$ cat config.mk
export PLATFORM = sky130hd
export DESIGN_NAME = alu_op_ctrl
export DESIGN_NICKNAME = d
export VERILOG_FILES = /design/src/rtl/alu_pkg.sv /design/src/rtl/alu.sv /design/src/rtl/alu_op_ctrl.sv
export SDC_FILE = /design/constraint.sdc
export NUM_CORES = 1
export LEC_CHECK = 0
export CORE_UTILIZATION = 55
export DETAILED_ROUTE_END_ITERATION = 12
export GPL_TIMING_DRIVEN = 0
export PLACE_DENSITY = 0.76
export SYNTH_ARGS = -nofsm -noshare
export SYNTH_HDL_FRONTEND = slang
export SYNTH_SLANG_ARGS = --single-unit
$ cat constraint.sdc
create_clock -name clk -period 5.6 [get_ports clk]
set_input_delay 1.4 -clock clk [delete_from_list [all_inputs] [get_ports clk]]
set_output_delay 1.4 -clock clk [all_outputs]
set_load 0.02 [all_outputs]
$ cat src/rtl/alu_pkg.sv
// rtl/alu_pkg.sv - shared constants for the alu and its command front-end.
package alu_pkg;

  localparam int OPW = 5;

  // Status bit positions in {CF, ZF, NF, VF, PF, AF}
  localparam int CF_BIT = 5;
  localparam int ZF_BIT = 4;
  localparam int NF_BIT = 3;
  localparam int VF_BIT = 2;
  localparam int PF_BIT = 1;
  localparam int AF_BIT = 0;

  localparam logic [OPW-1:0] OP_ADD  = 5'd0;
  localparam logic [OPW-1:0] OP_ADC  = 5'd1;
  localparam logic [OPW-1:0] OP_SUB  = 5'd2;
  localparam logic [OPW-1:0] OP_SBC  = 5'd3;
  localparam logic [OPW-1:0] OP_INC  = 5'd4;
  localparam logic [OPW-1:0] OP_DEC  = 5'd5;
  localparam logic [OPW-1:0] OP_AND  = 5'd6;
  localparam logic [OPW-1:0] OP_OR   = 5'd7;
  localparam logic [OPW-1:0] OP_XOR  = 5'd8;
  localparam logic [OPW-1:0] OP_NOT  = 5'd9;
  localparam logic [OPW-1:0] OP_PASA = 5'd10;
  localparam logic [OPW-1:0] OP_PASB = 5'd11;
  localparam logic [OPW-1:0] OP_SHL  = 5'd12;
  localparam logic [OPW-1:0] OP_SHR  = 5'd13;

  typedef enum logic [1:0] {
    IDLE = 2'd0,
    EXEC = 2'd1,
    RESP = 2'd2
  } state_t;

endpackage

$ cat src/rtl/alu.sv
// rtl/alu.sv - combinational W-bit alu with {CF, ZF, NF, VF, PF, AF} status.
module alu
  import alu_pkg::*;
#(
  parameter int W = 16
) (
  input  logic [W-1:0]   A,
  input  logic [W-1:0]   B,
  input  logic [OPW-1:0] F,
  input  logic           Cin,
  output logic [W-1:0]   Result,
  output logic [5:0]     Status
);

  logic [W-1:0] b_eff;
  logic         c_in;
  logic         arith;
  logic [W:0]   sum;
  logic [W-1:0] res;
  logic         cf;
  logic         vf;
  logic         af;

  // Every arithmetic op is A + b_eff + c_in; subtraction uses carry (not borrow) sense
  always_comb begin
    b_eff = B;
    c_in  = 1'b0;
    arith = 1'b1;
    case (F)
      OP_ADD:  begin b_eff = B;       c_in = 1'b0; end
      OP_ADC:  begin b_eff = B;       c_in = Cin;  end
      OP_SUB:  begin b_eff = ~B;      c_in = 1'b1; end
      OP_SBC:  begin b_eff = ~B;      c_in = Cin;  end
      OP_INC:  begin b_eff = '0;      c_in = 1'b1; end
      OP_DEC:  begin b_eff = '1;      c_in = 1'b0; end
      default: arith = 1'b0;
    endcase
  end

  assign sum = {1'b0, A} + {1'b0, b_eff} + {{W{1'b0}}, c_in};

  always_comb begin
    res = '0;
    cf  = 1'b0;
    vf  = 1'b0;
    af  = 1'b0;
    if (arith) begin
      res = sum[W-1:0];
      cf  = sum[W];
      vf  = (A[W-1] == b_eff[W-1]) && (sum[W-1] != A[W-1]);
      af  = A[4] ^ b_eff[4] ^ sum[4];
    end else begin
      case (F)
        OP_AND:  res = A & B;
        OP_OR:   res = A | B;
        OP_XOR:  res = A ^ B;
        OP_NOT:  res = ~A;
        OP_PASA: res = A;
        OP_PASB: res = B;
        OP_SHL:  begin res = {A[W-2:0], 1'b0}; cf = A[W-1]; end
        OP_SHR:  begin res = {1'b0, A[W-1:1]}; cf = A[0];   end
        default: res = '0;
      endcase
    end
  end

  assign Result = res;

  always_comb begin
    Status         = '0;
    Status[CF_BIT] = cf;
    Status[ZF_BIT] = (res == '0);
    Status[NF_BIT] = res[W-1];
    Status[VF_BIT] = vf;
    Status[PF_BIT] = ~^res[7:0];
    Status[AF_BIT] = af;
  end

endmodule

$ cat src/rtl/alu_op_ctrl.sv
// rtl/alu_op_ctrl.sv - register file and IDLE/EXEC/RESP command sequencer around alu.
module alu_op_ctrl
  import alu_pkg::*;
#(
  parameter  int W    = 16,
  parameter  int NREG = 4,
  localparam int RA   = $clog2(NREG)
) (
  input  logic           clk,
  input  logic           rst,
  input  logic           wr_en,
  input  logic [RA-1:0]  wr_addr,
  input  logic [W-1:0]   wr_data,
  input  logic           cmd_valid,
  output logic           cmd_ready,
  input  logic [OPW-1:0] cmd_op,
  input  logic [RA-1:0]  cmd_srca,
  input  logic [RA-1:0]  cmd_srcb,
  input  logic [RA-1:0]  cmd_dst,
  input  logic           cmd_use_cf,
  input  logic           cmd_cin,
  output logic           rsp_valid,
  input  logic           rsp_ready,
  output logic [W-1:0]   rsp_result,
  output logic [5:0]     rsp_status,
  output logic [RA-1:0]  rsp_dst,
  output logic [5:0]     flags
);

  state_t         state;
  state_t         state_n;
  logic [W-1:0]   rf [NREG];
  logic [W-1:0]   opa;
  logic [W-1:0]   opb;
  logic [OPW-1:0] opf;
  logic           opc;
  logic [RA-1:0]  dst_q;
  logic [W-1:0]   alu_result;
  logic [5:0]     alu_status;

  alu #(.W(W)) u_alu (
    .A      (opa),
    .B      (opb),
    .F      (opf),
    .Cin    (opc),
    .Result (alu_result),
    .Status (alu_status)
  );

  assign cmd_ready = (state == IDLE);

  always_ff @(posedge clk) begin
    if (rst) state <= IDLE;
    else     state <= state_n;
  end

  always_comb begin
    state_n = state;
    case (state)
      IDLE:    if (cmd_valid) state_n = EXEC;
      EXEC:    state_n = RESP;
      RESP:    if (rsp_ready) state_n = IDLE;
      default: state_n = IDLE;
    endcase
  end

  // Writeback is the later assignment so it overrides a same-address host write
  always_ff @(posedge clk) begin
    if (rst) begin
      for (int i = 0; i < NREG; i++) rf[i] <= '0;
    end else begin
      if (wr_en) rf[wr_addr] <= wr_data;
      if (state == EXEC) rf[dst_q] <= alu_result;
    end
  end

  always_ff @(posedge clk) begin
    if (rst) begin
      opa        <= '0;
      opb        <= '0;
      opf        <= '0;
      opc        <= 1'b0;
      dst_q      <= '0;
      flags      <= '0;
      rsp_valid  <= 1'b0;
      rsp_result <= '0;
      rsp_status <= '0;
      rsp_dst    <= '0;
    end else begin
      if (state == IDLE && cmd_valid) begin
        opa   <= rf[cmd_srca];
        opb   <= rf[cmd_srcb];
        opf   <= cmd_op;
        opc   <= cmd_use_cf ? flags[CF_BIT] : cmd_cin;
        dst_q <= cmd_dst;
      end
      if (state == EXEC) begin
        flags      <= alu_status;
        rsp_result <= alu_result;
        rsp_status <= alu_status;
        rsp_dst    <= dst_q;
        rsp_valid  <= 1'b1;
      end
      if (state == RESP && rsp_ready) rsp_valid <= 1'b0;
    end
  end

endmodule

==> results of run 1 <==
## flip-flops by register name (all words and copies together), names as in the netlist
| signal | count |
|---|---|
| dst_q | 2 |
| flags | 6 |
| opa | 16 |
| opb | 16 |
| opc | 1 |
| opf | 5 |
| rf | 64 |
| rsp_dst | 2 |
| rsp_result | 15 |
| rsp_valid | 1 |
| state | 2 |
## power by group through the flow
stage / combinational (mW) / clock (mW) / sequential, mW
floorplan: 0.394 / 0 / 1.14
global placement: 0.614 / 0 / 1.14
detailed placement: 0.627 / 0 / 1.14
CTS: 0.633 / 1.11 / 1.12
global route: 0.702 / 1.15 / 1.14
finish: 0.645 / 1.11 / 1.13
## metal layers
| layer | GRT usage (%) | share of wire, % |
|---|---|---|
| met2 | 53.7 | 47 |
| met5 | 0 | 0 |
| met3 | 6.29 | 9.1 |
| met1 | 42.1 | 40 |
| met4 | 15.0 | 3.9 |
## cell usage after synthesis (8+ instances only)
cell type  number
a211oi_1       19
a21oi_1        78
a221oi_1       15
a22oi_1         9
clkbuf_1       51
dfxtp_1        66
edfxtp_1       64
ha_1           51
inv_1          45
mux4_2         32
nand2_1       176
nand2b_1        9
nand3_1        23
nor2_1         65
nor3_1          8
o21ai_0        89
o21ai_1         8
xnor2_1         9
## path summary, 6_finish.rpt
kind,startpoint,to,slack [ns],depth (start not counted)
worst max-delay path,opf[2],flags[1],0.51,17
worst min-delay path,rsp_dst[0],rsp_dst[0],0.46,2
worst max register to register,opf[2],flags[1],0.51,17
worst min register to register,rsp_dst[0],rsp_dst[0],0.46,2
## cell type report
cell class | count | area (µm²)
Fill cell | 1201 | 4880
Multi-Input combinational cell | 689 | 4620
Sequential cell | 130 | 3240
Timing Repair Buffer | 62 | 621
Clock buffer | 18 | 450
Buffer | 71 | 300
Tap cell | 184 | 230
Inverter | 45 | 169
Clock inverter | 14 | 138
## cells by family (layout without fill, tap and decap cells)
logic type	Yosys count	after routing	share of synthesized area [%]
xor+xnor	12	12	1.26
compound gates	265	265	19.5
fa+ha+maj	53	53	8.15
flops	130	130	39.0
simple gates	321	321	17.1
mux	38	38	9.38
buf+inv	116	210	5.64
## critical path: stages, from the launching register on
cell	delay [ns]
dfxtp_1	0.43
clkbuf_1	0.33
nor2_1	0.11
o21ai_0	0.67
nor2_1	0.08
a21oi_1	0.18
fa_1	0.22
inv_1	0.06
fa_1	0.45
a21o_1	0.19
a21oi_1	0.45
xnor2_1	0.16
a21oi_1	0.75
ha_1	0.38
xnor2_1	0.17
xnor2_1	0.15
nand2_1	0.08
a21oi_1	0.15
==> qor.csv, run 1 <==
metric;value;unit
placed_cell_area;9170;µm²
cap_violations;0;
synth_ff_type;dfxtp_1;
timing_worst_setup_path_type;reg2reg;
overflow;0;
clock_path_buffers;2;
sw_frac_of_total;31.9;%
seq_power_share;39.1;%
finalSetupTns;0;ns
clock_latency;0.44;ns
antenna_cells;0;
synth_cells;935;
clock-sinks;130;
hold_viol;0;
fp.coreArea;14600;µm²
final_common_cell;nand2_1;
stdcell_area;9770;µm²
syn_to_final_growth;17.4;%
htreeDepth;4;
syn_nets;1024;
die_w;125;µm
cts_resized;0;
clkTransAtPathRegs;0.06;ns
synth_top_cell_area_share;23.1;%
fin_crit_sh;90.9;%
ios;68;
layout_common_cells;176 x nand2_1, 89 x o21ai_0, 77 x a21oi_1, 66 x dfxtp_1, 65 x nor2_1;
numCtsBuffers;17;
fin_cells;1213;
grt_pass1_wl;39100;µm
dp.cells;1181;
row_count;44;
p_leak;3.57;nW
grt_max_degree;17;
intPower;1.97;mW
crit_fanout;10;
start_kind;register;
status;finished clean;
layout.nets;1105;
clock.fmax;196;MHz
drc;0;
maxSlewViolCount;0;
ys_ff_latch;130;
drt_wl_total;24700;µm
ys_seq_area_share;39.0;%
hold_buffers;0;
relSlewSlack;26.9;%
pwr-share-clk;38.6;%
dieArea;15600;µm²
grt_use_total;32.7;%
final_core_util;66.7;%
total_power;2.89;mW
hold-worst-slack;0.463;ns
gp_congestion;0.951;
rsz0062_at_grt;no;
ys_types;63;
fin_skew;0.0139;ns
start_util;56.8;%
portBuffers;62;
grt_pass1_vias;7304;
async_reset_ff_share;0;%
cts_tree;built;
preCtsSetupSlack;0.396;ns
synth_warnings;0;
avgRoutedWirePerCell;20.4;µm
ir_drop;0.199;mV
arrival;5.45;ns
hpwlAfterDp;18200;µm
p_switching;919;µW
synth_edf_count;64;
antenna_left;0;
fp.dieH;125;µm
viasPerCell;6.31;
drt-initial-drc-count;974;
setup_violations;0;
via_count;7655;
crit_required;5.97;ns
post_cts_buffers;0;
synth_top_area_cell;edfxtp_1;
synth_area;8320;µm²
dr.pass1.iters;8;
synthTopCellsByArea;edfxtp_1 23%, dfxtp_1 16%, mux4_2 8.7%;
drive_gt1_share;8.65;%
tightest_slew;1.09;ns
end_kind;register;
hold_class;reg2reg;
period_minus_slack;5.09;ns
antenna_found_initial;0;
comb_power_share;22.4;%
syn_area_per_cell;8.90;µm²
p_per_area;295;nW/µm²
cts_root_buf;clkbuf_16;
setup_ws;0.510;ns
No activity file was read; power rests on OpenSTA's default activity.
==> inputs of run 2 (changes only) <==
--- a/config.mk
+++ b/config.mk
@@ -8,7 +8,9 @@
 export CORE_UTILIZATION = 55
 export DETAILED_ROUTE_END_ITERATION = 12
 export GPL_TIMING_DRIVEN = 0
+export HOLD_SLACK_MARGIN = 0.08
 export PLACE_DENSITY = 0.76
 export SYNTH_ARGS = -nofsm -noshare
 export SYNTH_HDL_FRONTEND = slang
 export SYNTH_SLANG_ARGS = --single-unit
+export TNS_END_PERCENT = 50
==> results of run 2 <==
Final layout, timing and power as in run 1 (identical DEF).
==> inputs of run 3 (changes only) <==
--- a/config.mk
+++ b/config.mk
@@ -7,9 +7,10 @@
 export LEC_CHECK = 0
 export CORE_UTILIZATION = 55
 export DETAILED_ROUTE_END_ITERATION = 12
+export DONT_BUFFER_PORTS = 1
 export GPL_TIMING_DRIVEN = 0
 export HOLD_SLACK_MARGIN = 0.08
-export PLACE_DENSITY = 0.76
+export PLACE_DENSITY = 0.7
 export SYNTH_ARGS = -nofsm -noshare
 export SYNTH_HDL_FRONTEND = slang
 export SYNTH_SLANG_ARGS = --single-unit
==> run 3 against run 2 <==
Effect of this change: worst hold slack improved by 0.068 ns; via count decreased by 5.3%; cell count decreased by 5.1%; first-iteration DRC count decreased by 12%; highest routed layer unchanged.
==> qor.csv, run 3 (synthesis results as in run 1) <==
metric;value;unit;change
fp.dieH;125;µm;unchanged
overflow;0;;unchanged
dp.cells;1119;;-5.2%
end_kind;register;;
regMostFlops;rf;;
final_common_cell;nand2_1;;
cap_violations;0;;unchanged
timing_worst_setup_path_type;reg2reg;;
hold_class;reg2reg;;
ir_drop;0.290;mV;+45%
cts_root_buf;clkbuf_16;;
fp.coreArea;14600;µm²;unchanged
fin_crit_sh;93.3;%;+2.5 points
row_count;44;;unchanged
gp_congestion;0.904;;-4.9%
crit_fanout;10;;unchanged
post_cts_buffers;0;;unchanged
worstPathCellList;clkbuf_1 > nor2_1 > o21ai_0 > nor2_1 > a21oi_1 > fa_1 > inv_1 > fa_1 > a21o_1 > a21oi_1 > xnor2_1 > a21oi_1 > ha_1 > xnor2_1 > xnor2_1 > nand2_1 > a21oi_1;;
crit_start;opf[2];;
hold_depth;2;;unchanged
final_core_util;62.1;%;-4.6 points
numCtsBuffers;17;;unchanged
fin_skew;0.0168;ns;+0.00293 ns
finalSetupTns;0;ns;unchanged
fin_cells;1151;;-5.1%
avgRoutedWirePerCell;21.0;µm;+2.8%
largest_reg_flops;64;;unchanged
drive_gt1_share;8.69;%;+0.037 points
drc;0;;unchanged
viasPerCell;6.30;;-0.23%
cts_tree;built;;
critPathMaxStageDelay;0.80;ns;+0.05 ns
reg2reg_from;opf[2];;
p_per_area;298;nW/µm²;+0.96%
grt_pass1_wl;37500;µm;-4.0%
hp-start;opc;;
ff2ff_path_depth;17;;unchanged
crit_family;compound AO/OA/AOI/OAI gates;;
clock-sinks;130;;unchanged
ios;68;;unchanged
antenna_cells;0;;unchanged
portBuffers;0;;-100%
crit_slowest_cell;a21oi_1;;
via_count;7247;;-5.3%
rsz0062_at_grt;no;;
crit_required;5.96;ns;about the same
clock_latency;0.43;ns;about the same
clock.fmax;191;MHz;-2.6%
drt_wl_total;24100;µm;-2.5%
die_w;125;µm;unchanged
clkTransAtPathRegs;0.06;ns;about the same
drt-initial-drc-count;861;;-12%
period_minus_slack;5.23;ns;+0.138 ns
status;finished clean;;
cp_common_cell;a21oi_1;;
clock_path_buffers;2;;unchanged
setup_violations;0;;unchanged
reg_top3;rf x64, opa x16, opb x16;;
maxSlewViolCount;0;;unchanged
layout.nets;1043;;-5.6%
p_leak;3.31;nW;-7.3%
arrival;5.58;ns;+0.13 ns
grt_max_degree;17;;unchanged
relSlewSlack;26.3;%;-0.67 points
antenna_found_initial;0;;unchanged
start_kind;register;;
syn_to_final_growth;9.26;%;
htreeDepth;4;;unchanged
hpwlAfterDp;17900;µm;-1.6%
antenna_left;0;;unchanged
start_util;56.8;%;unchanged
crit_buf_inv;2;;unchanged
dr.pass1.iters;5;;-3
path_depth;17;;unchanged
dieArea;15600;µm²;unchanged
grt_pass1_vias;6781;;-7.2%
hold_viol;0;;unchanged
layout_common_cells;176 x nand2_1, 89 x o21ai_0, 77 x a21oi_1, 66 x dfxtp_1, 65 x nor2_1;;
grt_use_total;31.8;%;-0.90 points
n_fill_cell;1260;;+4.9%
tightest_slew;1.10;ns;+0.0101 ns
[run 3: cell count changes in the layout (fill, tap and decap cells not counted)]
cell | previous run | this run
clkinv_1 | 0 | 2
clkinv_2 | 0 | 3
bufinv_16 | 1 | 0
clkdlybuf4s50_1 | 62 | 0
inv_6 | 7 | 0
clkbuf_1 | 51 | 54
clkbuf_8 | 0 | 1
clkinvlp_4 | 1 | 2
inv_8 | 1 | 0
clkinv_4 | 1 | 0
[run 3: metal layers]
metal	up-vias	wire length (µm)	part of all wire, %	GRT usage (%)
li1	3431	-	-	-
met1	3461	10000	41	41.6
met2	308	11200	46	50.1
met3	47	2070	8.6	7.57
met4	0	898	3.7	15.3
met5	-	0	0	0
[run 3: area by class of cell]
type | count | area (µm²) | area share [%]
Multi-Input combinational cell | 689 | 4620 | 50.8
Sequential cell | 130 | 3240 | 35.7
Clock buffer | 22 | 475 | 5.23
Buffer | 71 | 300 | 3.30
Tap cell | 184 | 230 | 2.53
Inverter | 45 | 169 | 1.86
Clock inverter | 10 | 56.3 | 0.619
[run 3: through the flow]
step / hold slack [ns] / power (mW) / setup WS [ns] / instance area (µm²)
6_report: 0.531 / 2.71 / 0.373 / 9090
5_1_grt: 0.574 / 2.81 / 0.0918 / 9090
4_1_cts: 0.523 / 2.70 / 0.273 / 9080
3_5_place_dp: 0.518 / 1.71 / 0.337 / 8550
3_3_place_gp: 0.506 / 1.70 / 0.334 / 8550
2_1_floorplan: 0.475 / 1.53 / 1.79 / 8320
[run 3: timing repair]
| item | CTS | global route |
|---|---|---|
| endpoints found under the setup margin | 0 | 4 |
| resized for setup | 0 | 2 |
| hold buffers | 0 | 0 |
[run 3: worst paths after layout]
| kind | slack [ns] | to |
|---|---|---|
| max | 0.37 | flags[1] |
| min | 0.53 | opc |
| max reg2reg | 0.37 | flags[1] |
| min reg2reg | 0.53 | opc |
[run 3: worst min-delay path: cells and delay by family (launching register included)]
kind / cells / cell delay (ns)
compound gates: 1 / 0.05
flops: 1 / 0.33
simple gates: 1 / 0.10
[run 3: where the power goes]
group	switching (mW)	total (mW)	leakage [nW]	internal, mW
Sequential	0.0783	1.14	1.21	1.07
Combinational	0.364	0.567	1.84	0.203
Clock	0.402	0.999	0.261	0.597
